**src/rtl/keypad_pkg.sv**
```systemverilog
// Shared types, keypad geometry and key-code lookup for the keypad scan encoder.
package keypad_pkg;

    localparam int unsigned ROWS_N = 4;
    localparam int unsigned COLS_N = 4;

    typedef logic [3:0] key_code_t;

    typedef enum logic [1:0] {
        KP_SCAN,
        KP_DEBOUNCE,
        KP_HELD,
        KP_RELEASE
    } kp_state_t;

    // Row-major keypad legend, indexed by {row, col}.
    localparam key_code_t KEYMAP [16] = '{
        4'h1, 4'h2, 4'h3, 4'hA,
        4'h4, 4'h5, 4'h6, 4'hB,
        4'h7, 4'h8, 4'h9, 4'hC,
        4'hE, 4'h0, 4'hF, 4'hD
    };

    // Index of the lowest active-low row bit (0 when none is low).
    function automatic logic [1:0] low_row(input logic [ROWS_N-1:0] rows);
        logic found;
        found   = 1'b0;
        low_row = '0;
        for (int unsigned i = 0; i < ROWS_N; i++) begin
            if (!rows[i] && !found) begin
                low_row = 2'(i);
                found   = 1'b1;
            end
        end
    endfunction

    function automatic key_code_t key_lookup(input logic [1:0] row, input logic [1:0] col);
        return KEYMAP[{row, col}];
    endfunction

endpackage

```
**src/rtl/keypad_scan_encoder_if.sv**
```systemverilog
// Key-code delivery channel: show-ahead KEY with a VALID/READY handshake.
interface keypad_scan_encoder_if;
    import keypad_pkg::*;

    key_code_t KEY;
    logic      VALID;
    logic      READY;

    modport master (output KEY, output VALID, input  READY);
    modport slave  (input  KEY, input  VALID, output READY);

endinterface

```
**src/rtl/keypad_scan_encoder_fifo.sv**
```systemverilog
// Small synchronous show-ahead FIFO holding accepted key codes.
module kp_fifo
    import keypad_pkg::*;
#(
    parameter int unsigned DEPTH = 4
) (
    input  logic                    clk_i,
    input  logic                    rst_ni,
    input  logic                    push_i,
    input  key_code_t               data_i,
    input  logic                    pop_i,
    output key_code_t               data_o,
    output logic                    full_o,
    output logic                    empty_o,
    output logic [$clog2(DEPTH):0]  level_o
);

    localparam int unsigned    AW       = $clog2(DEPTH);
    localparam logic [AW:0]    FULL_LVL = (AW+1)'(DEPTH);

    key_code_t     mem_q [DEPTH];
    logic [AW-1:0] wr_q;
    logic [AW-1:0] rd_q;
    logic [AW:0]   level_q;
    logic          pop_ok;
    logic          push_ok;

    assign full_o  = (level_q == FULL_LVL);
    assign empty_o = (level_q == '0);
    assign pop_ok  = pop_i && !empty_o;
    assign push_ok = push_i && (!full_o || pop_ok);
    assign data_o  = mem_q[rd_q];
    assign level_o = level_q;

    // Storage, pointer and occupancy update; pointers wrap naturally at DEPTH.
    always_ff @(posedge clk_i or negedge rst_ni) begin
        if (!rst_ni) begin
            for (int unsigned i = 0; i < DEPTH; i++) begin
                mem_q[i] <= '0;
            end
            wr_q    <= '0;
            rd_q    <= '0;
            level_q <= '0;
        end else begin
            if (push_ok) begin
                mem_q[wr_q] <= data_i;
                wr_q        <= wr_q + AW'(1);
            end
            if (pop_ok) begin
                rd_q <= rd_q + AW'(1);
            end
            if (push_ok && !pop_ok) begin
                level_q <= level_q + (AW+1)'(1);
            end else if (!push_ok && pop_ok) begin
                level_q <= level_q - (AW+1)'(1);
            end
        end
    end

endmodule

```
**src/rtl/keypad_scan_encoder.sv**
```systemverilog
// 4x4 matrix keypad scanner: column drive, row sync, debounce, one code per press.
module keypad_scan_encoder
    import keypad_pkg::*;
#(
    parameter int unsigned SCAN_DIV = 4,
    parameter int unsigned DEBOUNCE = 3,
    parameter int unsigned DEPTH    = 4
) (
    input  logic                    CLK,
    input  logic                    RESET_N,
    input  logic [ROWS_N-1:0]       ROWS,
    output logic [COLS_N-1:0]       COLS,
    output logic                    PRESSED,
    output logic                    OVERFLOW,
    output logic [$clog2(DEPTH):0]  LEVEL,
    keypad_scan_encoder_if.master   kp
);

    localparam int unsigned DIV_W = (SCAN_DIV > 1) ? $clog2(SCAN_DIV) : 1;
    localparam int unsigned CNT_W = $clog2(DEBOUNCE + 1);

    logic [ROWS_N-1:0] rows_meta_q;
    logic [ROWS_N-1:0] rows_sync_q;
    logic [DIV_W-1:0]  div_q;
    logic [1:0]        col_q;
    logic [CNT_W-1:0]  cnt_q;
    logic [CNT_W-1:0]  cnt_inc;
    logic [ROWS_N-1:0] pat_q;
    logic              pressed_q;
    logic              armed_q;
    logic [1:0]        clean_q;
    logic              ovf_q;
    kp_state_t         state_q;

    logic              tick;
    logic              raw_hit;
    logic              all_high;
    logic              match;
    logic              push;
    logic              pop;
    key_code_t         code;
    logic              fifo_full;
    logic              fifo_empty;

    assign tick     = (div_q == DIV_W'(SCAN_DIV - 1));
    assign raw_hit  = !(&rows_sync_q);
    assign all_high = &rows_sync_q;
    assign match    = (rows_sync_q == pat_q);
    assign cnt_inc  = cnt_q + CNT_W'(1);
    assign code     = key_lookup(low_row(rows_sync_q), col_q);

    // Accepting tick: either an immediate accept (single-sample debounce) or the last matching sample.
    assign push = tick && (
                   (state_q == KP_SCAN && raw_hit && armed_q && DEBOUNCE == 1)
                || (state_q == KP_DEBOUNCE && match && cnt_inc == CNT_W'(DEBOUNCE)));

    assign pop      = kp.READY && !fifo_empty;
    assign kp.VALID = !fifo_empty;
    assign COLS     = ~(COLS_N'(1) << col_q);
    assign PRESSED  = pressed_q;
    assign OVERFLOW = ovf_q;

    // Two-flop synchronizer for the asynchronous, pulled-up row inputs.
    always_ff @(posedge CLK or negedge RESET_N) begin
        if (!RESET_N) begin
            rows_meta_q <= '1;
            rows_sync_q <= '1;
        end else begin
            rows_meta_q <= ROWS;
            rows_sync_q <= rows_meta_q;
        end
    end

    // Free-running dwell counter; its terminal count is the row sample tick.
    always_ff @(posedge CLK or negedge RESET_N) begin
        if (!RESET_N) begin
            div_q <= '0;
        end else begin
            div_q <= tick ? '0 : div_q + DIV_W'(1);
        end
    end

    // Scan/debounce FSM. After a release the scanner stays disarmed until one full
    // column sweep sees no key, so a key still held elsewhere is never re-reported.
    always_ff @(posedge CLK or negedge RESET_N) begin
        if (!RESET_N) begin
            state_q   <= KP_SCAN;
            col_q     <= '0;
            cnt_q     <= '0;
            pat_q     <= '1;
            pressed_q <= 1'b0;
            armed_q   <= 1'b1;
            clean_q   <= '0;
        end else if (tick) begin
            unique case (state_q)
                KP_SCAN: begin
                    if (raw_hit && armed_q) begin
                        pat_q <= rows_sync_q;
                        cnt_q <= CNT_W'(1);
                        if (DEBOUNCE == 1) begin
                            state_q   <= KP_HELD;
                            pressed_q <= 1'b1;
                        end else begin
                            state_q <= KP_DEBOUNCE;
                        end
                    end else begin
                        col_q <= col_q + 2'd1;
                        if (raw_hit) begin
                            clean_q <= '0;
                        end else if (!armed_q) begin
                            clean_q <= clean_q + 2'd1;
                            if (clean_q == 2'(COLS_N - 1)) begin
                                armed_q <= 1'b1;
                            end
                        end
                    end
                end
                KP_DEBOUNCE: begin
                    if (match) begin
                        cnt_q <= cnt_inc;
                        if (cnt_inc == CNT_W'(DEBOUNCE)) begin
                            state_q   <= KP_HELD;
                            pressed_q <= 1'b1;
                        end
                    end else begin
                        state_q <= KP_SCAN;
                        cnt_q   <= '0;
                    end
                end
                KP_HELD: begin
                    if (all_high) begin
                        cnt_q <= CNT_W'(1);
                        if (DEBOUNCE == 1) begin
                            state_q   <= KP_SCAN;
                            pressed_q <= 1'b0;
                            armed_q   <= 1'b0;
                            clean_q   <= '0;
                        end else begin
                            state_q <= KP_RELEASE;
                        end
                    end
                end
                KP_RELEASE: begin
                    if (all_high) begin
                        cnt_q <= cnt_inc;
                        if (cnt_inc == CNT_W'(DEBOUNCE)) begin
                            state_q   <= KP_SCAN;
                            cnt_q     <= '0;
                            pressed_q <= 1'b0;
                            armed_q   <= 1'b0;
                            clean_q   <= '0;
                        end
                    end else begin
                        state_q <= KP_HELD;
                        cnt_q   <= '0;
                    end
                end
            endcase
        end
    end

    // One-cycle pulse when an accepted code finds the FIFO full with no pop.
    always_ff @(posedge CLK or negedge RESET_N) begin
        if (!RESET_N) begin
            ovf_q <= 1'b0;
        end else begin
            ovf_q <= push && fifo_full && !pop;
        end
    end

    kp_fifo #(
        .DEPTH (DEPTH)
    ) u_fifo (
        .clk_i   (CLK),
        .rst_ni  (RESET_N),
        .push_i  (push),
        .data_i  (code),
        .pop_i   (pop),
        .data_o  (kp.KEY),
        .full_o  (fifo_full),
        .empty_o (fifo_empty),
        .level_o (LEVEL)
    );

endmodule

```
**src/flat_wrapper.sv**
```systemverilog
// flat-port wrapper written by rule: the top's interface ports become plain ports
module keypad_scan_encoder_flat import keypad_pkg::*;
#(
    parameter int unsigned SCAN_DIV = 4,
    parameter int unsigned DEBOUNCE = 3,
    parameter int unsigned DEPTH    = 4
)
  (CLK, RESET_N, ROWS, COLS, PRESSED, OVERFLOW, LEVEL, kp_KEY, kp_VALID, kp_READY);
  keypad_scan_encoder_if kp_i ();
  input  logic CLK;
  input  logic RESET_N;
  input  logic [ROWS_N-1:0] ROWS;
  output logic [COLS_N-1:0] COLS;
  output logic PRESSED;
  output logic OVERFLOW;
  output logic [$clog2(DEPTH):0] LEVEL;
  output wire logic [$bits(kp_i.KEY)-1:0] kp_KEY;
  output wire logic [$bits(kp_i.VALID)-1:0] kp_VALID;
  input wire logic [$bits(kp_i.READY)-1:0] kp_READY;
  assign kp_KEY = kp_i.KEY;
  assign kp_VALID = kp_i.VALID;
  assign kp_i.READY = kp_READY;
  keypad_scan_encoder #(.SCAN_DIV(SCAN_DIV), .DEBOUNCE(DEBOUNCE), .DEPTH(DEPTH)) u_core (.CLK(CLK), .RESET_N(RESET_N), .ROWS(ROWS), .COLS(COLS), .PRESSED(PRESSED), .OVERFLOW(OVERFLOW), .LEVEL(LEVEL), .kp(kp_i));
endmodule
```
**config.mk**
```make
export PLATFORM = sky130hd
export DESIGN_NAME = keypad_scan_encoder_flat
export DESIGN_NICKNAME = d
export VERILOG_FILES = /design/src/rtl/keypad_pkg.sv /design/src/rtl/keypad_scan_encoder_if.sv /design/src/rtl/keypad_scan_encoder_fifo.sv /design/src/rtl/keypad_scan_encoder.sv /design/src/flat_wrapper.sv
export SDC_FILE = /design/constraint.sdc
export NUM_CORES = 1
export LEC_CHECK = 0
export CORE_MARGIN = 10
export CORE_UTILIZATION = 40
export DETAILED_ROUTE_END_ITERATION = 10
export HOLD_SLACK_MARGIN = 0.03
export PLACE_DENSITY_LB_ADDON = 0.05
export SLEW_MARGIN = 0
export SYNTH_ARGS = -nofsm -noshare
export SYNTH_HDL_FRONTEND = slang
export SYNTH_SLANG_ARGS = --single-unit
```
**constraint.sdc**
```tcl
create_clock -name CLK -period 2.5 [get_ports CLK]
set_clock_uncertainty 0.15 [all_clocks]
set_input_delay 0.375 -clock CLK [delete_from_list [all_inputs] [get_ports CLK]]
set_output_delay 0.375 -clock CLK [all_outputs]
set_load 0.01 [all_outputs]
```
==> results of run 1 <==
-- registers in the layout (all words and copies together) (netlist names) --
| signal | count |
|---|---|
| u_core.state_q | 2 |
| u_core.col_q | 2 |
| u_core.u_fifo.wr_q | 2 |
| u_core.armed_q | 1 |
| u_core.u_fifo.mem_q | 16 |
| u_core.u_fifo.rd_q | 2 |
| u_core.PRESSED | 1 |
| u_core.pat_q | 4 |
| u_core.OVERFLOW | 1 |
| u_core.cnt_q | 2 |
| u_core.rows_meta_q | 4 |
| u_core.u_fifo.level_o | 3 |
| u_core.rows_sync_q | 4 |
| u_core.clean_q | 2 |
| u_core.div_q | 2 |
-- layout by cell type (no fill, tap or decap), types with 4 or more instances in the layout --
master	count
dfrtp_1	34
inv_1	21
ha_1	19
clkdlybuf4s50_1	18
buf_4	17
dfstp_2	13
mux2_4	7
mux2_1	7
nor2_1	6
mux2i_1	6
nand2_1	5
xnor2_1	5
o22a_1	5
clkbuf_8	5
mux4_2	4
nand3_2	4
nor3_4	4
nand2b_1	4
a31oi_1	4
-- worst max-delay path: stages, from the launching register on --
cell	delay, ns
dfstp_2	0.60
xnor2_4	0.14
and4_4	0.27
nand4_1	0.11
inv_1	0.08
ha_2	0.17
inv_1	0.05
fa_2	0.33
xor2_1	0.16
nor2_1	0.13
xor2_1	0.15
-- power by group --
| group | internal (mW) | switching, mW |
|---|---|---|
| Clock | 0.300 | 0.249 |
| Combinational | 0.0428 | 0.0577 |
| Sequential | 0.791 | 0.0100 |
-- worst min-delay path by stage --
stage	startpoint	end	slack, ns	cells past startpoint
5_1_grt	u_core.rows_meta_q[1]	u_core.rows_sync_q[1]	0.21	0
2_1_floorplan	RESET_N	u_core.OVERFLOW	-0.07	0
3_3_place_gp	u_core.rows_meta_q[2]	u_core.rows_sync_q[2]	0.20	0
4_1_cts	u_core.rows_meta_q[1]	u_core.rows_sync_q[1]	0.21	0
3_5_place_dp	u_core.rows_meta_q[1]	u_core.rows_sync_q[1]	0.20	0
6_report	u_core.rows_meta_q[1]	u_core.rows_sync_q[1]	0.21	0
-- cell families after synthesis --
group	share of synthesized area
compound gates	0.103
xor+xnor	0.0575
fa+ha+maj	0.0970
buf+inv	0.0557
flops	0.437
mux	0.132
simple gates	0.118
-- routing by layer --
layer	vias up	track usage
met5	-	0
met4	0	0.0374
met3	4	0.0312
met2	29	0.200
met1	893	0.146
li1	835	-
-- final cells by class --
cell class	count	share of cell area
Timing Repair Buffer	38	0.102
Inverter	23	0.0266
Multi-Input combinational cell	133	0.432
Clock buffer	7	0.0232
Sequential cell	48	0.370
Clock inverter	1	0.00913
Tap cell	96	0.0365
-- what timing repair did --
item,in CTS,in global routing
gates resized for setup,0,4
hold buffers,1,0
endpoints found under the hold margin,14,0
setup endpoints to repair,0,6
-- through the flow --
step	utilization	total power [mW]
final	0.484	1.45
after global routing	0.484	1.52
after CTS	0.483	1.48
after detailed placement	0.466	0.916
after global placement	0.466	0.913
after floorplan	-	0.867
==> flow_metrics.py, run 1 <==
metrics = {
    "clocking": {
        "htreeDepth": 2,
        "postCtsSetupBuffers": 0,
        "cts_tree": "done",
        "clk_pin_slew_worst_paths_ns": 0.09,
        "cts_buffers": 5,
        "clock_sinks": 48,
        "clk_latency_ns": 0.30,
        "clk_path_buf_depth": 2,
        "root_buffer": "clkbuf_8",
    },
    "sta": {
        "fin_crit_ns": 2.43,
        "totalNegativeSetupSlack_ns": 0,
        "max_freq_ghz": 0.412,
        "maxSlewHeadroom": 0.579,
        "holdWs_ns": 0.209,
        "timing.final.crit_share": 0.971,
        "finalSetupViolCount": 0,
        "tightest_slew_ns": 0.631,
        "layout_setup_ws_ns": 0.0718,
        "rsz0062_at_grt": "true",
        "finalHoldViolations": 0,
        "slew_viol_final": 0,
    },
    "synthesis": {
        "ys_types": 61,
        "syn_avg_cell_area_sq_um": 13.1,
        "ys_top_cells_by_count": "dfrtp_1 (35), inv_1 (21), ha_1 (20)",
        "synth_top_cell_area_share": 0.314,
        "ys_top_cells_by_area": "dfrtp_1 (31%), dfstp_2 (12%), ha_1 (9.0%), mux2_4 (3.8%), mux4_2 (3.2%)",
        "syn_area_sq_um": 2790,
        "ys_ff_latch": 48,
        "ys.flop_type": "dfrtp_1",
        "yosysMostFrequentCell": "dfrtp_1",
        "yosys.area.top_type": "dfrtp_1",
        "synth-async-reset-ratio": 1.00,
        "synth-edff-count": 0,
        "netlist_instances": 213,
        "syn-num-nets": 241,
        "yosysSeqAreaShare": 0.437,
        "yosys_warnings": 0,
    },
    "detailed_routing": {
        "viasPerCell": 5.09,
        "wl_per_cell_microns": 16.7,
        "drtAntennaViolNets": 0,
        "met1_length_microns": 2560,
        "drt_pre_antenna_iters": 4,
        "num_vias": 1761,
        "wirelength_microns": 5760,
        "drc": 0,
        "highest_layer": "met4",
        "wl_met3_microns": 260,
        "dr_wl_met2_microns": 2890,
        "drt_first_iter_violations": 109,
    },
    "final_layout": {
        "multiInputGateArea_sq_um": 1420,
        "fillers": 625,
        "fin_area_sq_um": 3290,
        "diodes": 0,
        "fin_cells": 346,
        "area_growth_pct": 18.1,
        "drive_above_1_share": 0.316,
        "seqCellArea_sq_um": 1220,
        "fin_nets": 277,
    },
    "floorplanning": {
        "start_util": 0.410,
        "core-area_sq_um": 6790,
        "fp.dieH_microns": 103,
        "die_area_sq_um": 10700,
        "die_w_microns": 103,
        "ios": 21,
        "rows": 30,
    },
    "worst_setup_path": {
        "reg2reg_slack_ns": 0.07,
        "worstPathRequired_ns": 2.57,
        "crit_path_end": "u_core.u_fifo.level_o[2]",
        "endpoint_kind": "flop",
        "crit_fanout": 2,
        "timing.rr.end": "u_core.u_fifo.level_o[2]",
        "startpoint_type": "flop",
        "r2r-start": "u_core.rows_sync_q[2]",
        "crit_start": "u_core.rows_sync_q[2]",
        "arrival_ns": 2.50,
        "worstSetupPathType": "flop to flop",
        "r2r_cells": 10,
    },
    "grt": {
        "grt_pass1_vias": 1949,
        "antenna_found_initial": 0,
        "grt_pass1_wl_microns": 9900,
        "grtUsageTotal": 0.119,
        "overflow": 0,
        "grt_max_degree": 29,
    },
    "pwr": {
        "p_leak_nw": 1.46,
        "p_per_area_nw_per_um2": 441,
        "irDropWorstVdd_v": 0.000203,
    },
    "placement": {
        "dpl_cell_area_sq_um": 3160,
        "pre_cts_ws_ns": -0.296,
        "dpl.hpwl_microns": 4410,
        "port_buffers": 20,
        "dp_cells": 337,
        "globalplace.congestion": 0.831,
    },
    "min_path": {
        "hp-class": "flop to flop",
    },
    "run_status": {
        "status": "completed",
    },
    "flow_run": {
        "drv_cap": 0,
    },
}
Note: power is estimated with default switching activity, not from simulation.
==> run 2: changes to the inputs <==
--- a/config.mk
+++ b/config.mk
@@ -8,6 +8,7 @@
 export CORE_MARGIN = 10
 export CORE_UTILIZATION = 40
 export DETAILED_ROUTE_END_ITERATION = 10
+export GPL_TIMING_DRIVEN = 0
 export HOLD_SLACK_MARGIN = 0.03
 export PLACE_DENSITY_LB_ADDON = 0.05
 export SLEW_MARGIN = 0
==> flow_metrics.py, run 2 (synthesis results as in run 1) <==
metrics = {
    "worst_setup_path": {
        "path_cells": "mux4_2, clkdlybuf4s50_1",
        "endpoint_kind": "output port",
        "reg2reg_slack_ns": 0.06,
        "critical-path-max-stage-delay_ns": 0.57,
        "r2r_cells": 10,
        "cpLargestDelayFamily": "flip-flops",
        "arrival_ns": 1.93,
        "worstPathRequired_ns": 1.98,
        "timing.rr.end": "u_core.u_fifo.level_o[2]",
        "crit_slowest_cell": "dfrtp_1",
        "startpoint_type": "flop",
        "crit_fanout": 6,
        "worstSetupPathType": "flop to output port",
        "path_buf_inv": 1,
        "r2r-start": "u_core.rows_sync_q[2]",
    },
    "detailed_routing": {
        "met1_length_microns": 2690,
        "wl_met3_microns": 212,
        "drc": 0,
        "wl_per_cell_microns": 16.0,
        "drt_first_iter_violations": 79,
        "drtAntennaViolNets": 0,
        "dr_wl_met2_microns": 2660,
        "highest_layer": "met4",
        "drt_pre_antenna_iters": 4,
        "num_vias": 1759,
        "viasPerCell": 5.01,
        "wirelength_microns": 5600,
    },
    "placement": {
        "globalplace.congestion": 0.707,
        "dpl.hpwl_microns": 3920,
        "port_buffers": 20,
        "pre_cts_ws_ns": -0.487,
    },
    "sta": {
        "layout_setup_ws_ns": 0.0434,
        "finalSetupViolCount": 0,
        "finalHoldViolations": 0,
        "timing.final.crit_share": 0.983,
        "fin_crit_ns": 2.46,
        "rsz0062_at_grt": "true",
        "tightest_slew_ns": 0.635,
        "slew_viol_final": 0,
        "max_freq_ghz": 0.407,
        "maxSlewHeadroom": 0.574,
    },
    "final_layout": {
        "top_register": "u_core.u_fifo.mem_q",
        "largest_reg_flops": 16,
        "area_growth_pct": 20.2,
        "drive_above_1_share": 0.353,
        "final_cell_mix": "dfrtp_1 (33), inv_1 (18), ha_1 (18), clkdlybuf4s50_1 (18), buf_4 (17)",
        "utilization": 0.493,
        "diodes": 0,
        "final_common_cell": "dfrtp_1",
        "fin_nets": 282,
        "fillers": 628,
    },
    "clocking": {
        "cts_buffers": 5,
        "root_buffer": "clkbuf_8",
        "clock_sinks": 48,
        "cts_tree": "done",
        "htreeDepth": 2,
        "clk_pin_slew_worst_paths_ns": 0.08,
        "clk_latency_ns": 0.29,
        "clk_path_buf_depth": 2,
    },
    "grt": {
        "grt_max_degree": 38,
        "grt_pass1_wl_microns": 9430,
        "overflow": 0,
        "antenna_found_initial": 0,
        "grtUsageTotal": 0.114,
        "grt_pass1_vias": 1860,
    },
    "floorplanning": {
        "die_w_microns": 103,
        "rows": 30,
        "fp.dieH_microns": 103,
        "ios": 21,
        "die_area_sq_um": 10700,
        "core-area_sq_um": 6790,
        "start_util": 0.410,
    },
    "pwr": {
        "p_leak_nw": 1.47,
        "total_power_mw": 1.38,
        "p_per_area_nw_per_um2": 411,
        "irDropWorstVdd_v": 0.000230,
    },
    "min_path": {
        "hp-class": "flop to flop",
        "min_from": "u_core.rows_meta_q[3]",
        "holdPathEnd": "u_core.rows_sync_q[3]",
        "min_delay_path_depth": 0,
    },
    "flow_run": {
        "drv_cap": 0,
    },
    "run_status": {
        "status": "completed",
    },
}
-- run 2: cell count changes in the layout (fill, tap and decap cells not counted), moves of 2 or more --
cell | before | now
inv_1 | 21 | 18
inv_2 | 1 | 4
buf_2 | 1 | 3
buf_6 | 0 | 2
ha_4 | 0 | 2
-- run 2: stage by stage --
step	instance area, sq um	instances	hold WS, ns	setup TNS (ns)
final	3350	351	0.208	0
after global routing	3350	351	0.214	-0.231
after CTS	3390	356	0.209	-0.0314
after detailed placement	3120	330	0.143	-0.857
after global placement	3110	329	0.196	-23.05
after floorplan	2790	213	-0.0706	0
-- run 2: routing by layer --
| metal | global-route usage | vias up |
|---|---|---|
| met3 | 0.0286 | 2 |
| met1 | 0.147 | 878 |
| met5 | 0 | - |
| met4 | 0.0353 | 0 |
| met2 | 0.183 | 33 |
| li1 | - | 846 |
-- run 2: layout make-up --
cell class                      instances  area [sq um]  area share
Timing Repair Buffer                   39           352       0.105
Multi-Input combinational cell        133          1450       0.432
Inverter                               23          87.6      0.0261
Sequential cell                        48          1220       0.364
Clock buffer                            8          90.1      0.0269
Buffer                                  4          32.5     0.00971
Tap cell                               96           120      0.0359
-- run 2: how the worst max path moves through the flow --
stage	startpoint	endpoint	slack (ns)	cells past startpoint
3_3_place_gp	RESET_N	u_core.u_fifo.level_o[2]	-0.62	1
4_1_cts	u_core.rows_sync_q[0]	u_core.u_fifo.level_o[2]	-0.03	11
2_1_floorplan	u_core.rows_sync_q[0]	u_core.u_fifo.level_o[2]	0.002	11
3_5_place_dp	kp_READY	u_core.u_fifo.level_o[1]	-0.49	9
6_report	u_core.u_fifo.rd_q[0]	kp_KEY[2]	0.04	2
5_1_grt	u_core.rows_sync_q[2]	u_core.u_fifo.level_o[2]	-0.10	10
-- run 2: report_power, final --
group          switching, mW  internal [mW]
registers             0.0101          0.791
clock network          0.244          0.226
logic                 0.0592         0.0477
total                  0.313           1.06
-- run 2: worst register-to-register path, cell delays in order, from the launching register on --
cell and delay (ns):
dfstp_2 0.61, xnor2_4 0.13, and4_4 0.27, nand4_1 0.17
inv_2 0.12, ha_4 0.14, inv_2 0.03, fa_2 0.32
xor2_1 0.16, nor2_1 0.13, xor2_1 0.15
-- run 2: what timing repair did --
action,4_1_cts,5_1_grt
pin swaps,7,6
gates resized for setup,14,4
hold buffers,1,0
endpoints found under the setup margin,6,7
gates cloned,0,0
endpoints found under the hold margin,10,0
setup buffers,18,0
==> run 3: changes to the inputs <==
--- a/config.mk
+++ b/config.mk
@@ -5,6 +5,8 @@
 export SDC_FILE = /design/constraint.sdc
 export NUM_CORES = 1
 export LEC_CHECK = 0
+export CELL_PAD_IN_SITES_DETAIL_PLACEMENT = 1
+export CELL_PAD_IN_SITES_GLOBAL_PLACEMENT = 1
 export CORE_MARGIN = 10
 export CORE_UTILIZATION = 40
 export DETAILED_ROUTE_END_ITERATION = 10
==> flow_metrics.py, run 3 (synthesis results as in run 1) <==
metrics = {
    "clocking": {
        "clock_sinks": 48,
        "clk_path_buf_depth": 2,
        "cts_tree": "done",
        "clk_pin_slew_worst_paths_ns": 0.09,
        "postCtsHoldBufs": 0,
        "htreeDepth": 2,
        "clk_latency_ns": 0.30,
        "root_buffer": "clkbuf_8",
        "cts_buffers": 5,
    },
    "sta": {
        "maxSlewHeadroom": 0.651,
        "slew_viol_final": 0,
        "max_freq_ghz": 0.407,
        "finalHoldViolations": 0,
        "finalSetupViolCount": 0,
        "rsz0062_at_grt": "true",
        "layout_setup_ws_ns": 0.0446,
        "timing.final.crit_share": 0.982,
        "holdWs_ns": 0.0520,
        "totalNegativeSetupSlack_ns": 0,
        "fin_crit_ns": 2.46,
        "tightest_slew_ns": 0.520,
    },
    "worst_setup_path": {
        "r2r_cells": 11,
        "arrival_ns": 2.50,
        "crit_slowest_cell": "dfstp_2",
        "worstSetupPathType": "flop to flop",
        "critical-path-max-stage-delay_ns": 0.54,
        "endpoint_kind": "flop",
        "startpoint_type": "flop",
        "crit_fanout": 2,
        "path_cells": "buf_8, xnor2_4, and4_4, nand4_1, inv_1, ha_4, inv_2, fa_2, xor2_1, nor2_1, xor2_1",
        "path_common_cell": "xor2_1",
        "worstPathRequired_ns": 2.54,
    },
    "final_layout": {
        "largest_reg_flops": 16,
        "area_growth_pct": 19.1,
        "fin_cells": 348,
        "final_cell_mix": "dfrtp_1 (33), inv_1 (19), ha_1 (18), clkdlybuf4s50_1 (18), buf_4 (15)",
        "utilization": 0.489,
        "fin_area_sq_um": 3320,
        "fin_nets": 279,
        "drive_above_1_share": 0.345,
        "diodes": 0,
        "fillers": 698,
        "final_common_cell": "dfrtp_1",
        "top_register": "u_core.u_fifo.mem_q",
    },
    "floorplanning": {
        "fp.dieH_microns": 103,
        "die_area_sq_um": 10700,
        "die_w_microns": 103,
        "ios": 21,
        "start_util": 0.410,
        "core-area_sq_um": 6790,
        "rows": 30,
    },
    "grt": {
        "overflow": 0,
        "grt_pass1_wl_microns": 10100,
        "use_met3": 0.0326,
        "grt_busiest_layer": "met2",
        "antenna_found_initial": 0,
        "grt_max_degree": 38,
        "grtUsageTotal": 0.123,
        "grt_pass1_vias": 1990,
        "use_met1": 0.150,
        "use_met2": 0.208,
    },
    "detailed_routing": {
        "viasPerCell": 5.20,
        "num_vias": 1809,
        "wl_per_cell_microns": 17.7,
        "drt_first_iter_violations": 44,
        "drc": 0,
        "drtAntennaViolNets": 0,
        "wirelength_microns": 6170,
        "drt_pre_antenna_iters": 4,
    },
    "pwr": {
        "p_leak_nw": 1.46,
        "irDropWorstVdd_v": 0.000227,
        "total_power_mw": 1.36,
        "p_per_area_nw_per_um2": 409,
    },
    "placement": {
        "globalplace.congestion": 0.814,
        "pre_cts_ws_ns": -0.524,
        "port_buffers": 20,
        "dpl_cell_area_sq_um": 3120,
        "dpl.hpwl_microns": 4480,
        "dp_cells": 330,
    },
    "min_path": {
        "hp-class": "input port to async pin",
    },
    "run_status": {
        "status": "completed",
    },
    "flow_run": {
        "drv_cap": 0,
    },
}
## run 3: changes by cell type in the layout (fill, tap and decap cells not counted), sizes merged
cell | previous run | this run
clkinv | 1 | 2
clkbuf | 8 | 6
clkinvlp | 0 | 1
buf | 23 | 21
dlygate4sd3 | 1 | 0
## run 3: repair_timing
action,4_1_cts,5_1_grt
pin swaps,4,5
setup endpoints to repair,6,6
resized for setup,11,4
buffers inserted,7,7
## run 3: per-layer routing
layer / routed length, microns / vias to the layer above / part of all wire
met1: 2720 / 924 / 0.44
li1: - / 840 / -
met3: 290 / 10 / 0.047
met2: 3060 / 35 / 0.50
met5: 0 / - / 0
met4: 95 / 0 / 0.015
## run 3: critical path, delay by kind of cell, from the launching register on
kind / cells / cell delay [ns]
xor+xnor: 3 / 0.43
simple gates: 3 / 0.48
fa+ha+maj: 2 / 0.46
buf+inv: 3 / 0.28
flops: 1 / 0.54
## run 3: area by class of cell
class | count | area (sq um) | area share
buffer | 5 | 43.8 | 0.0132
clock buffer | 6 | 72.6 | 0.0219
clock inverter | 2 | 12.5 | 0.00377
inverter | 23 | 87.6 | 0.0264
multi-input combinational | 133 | 1440 | 0.435
sequential | 48 | 1220 | 0.368
tap | 96 | 120 | 0.0362
timing repair buffer | 35 | 319 | 0.0961
## run 3: where the power goes
group          leakage [nW]  switching [mW]  internal [mW]  total [mW]
Clock                0.0412           0.255          0.196       0.450
Sequential            0.596         0.00933          0.791       0.800
Combinational         0.819          0.0610         0.0452       0.106
Total                  1.46           0.325           1.03        1.36
## run 3: path summary, 6_finish.rpt
path                                             from                        to  slack [ns]
worst max register to register  u_core.rows_sync_q[0]  u_core.u_fifo.level_o[2]        0.04
min in group CLK                u_core.rows_meta_q[3]     u_core.rows_sync_q[3]        0.21
worst min register to register  u_core.rows_meta_q[3]     u_core.rows_sync_q[3]        0.21
worst max-delay path            u_core.rows_sync_q[0]  u_core.u_fifo.level_o[2]        0.04
max in group asynchronous                     RESET_N            u_core.armed_q        1.86
worst min-delay path                          RESET_N           u_core.pat_q[3]        0.05
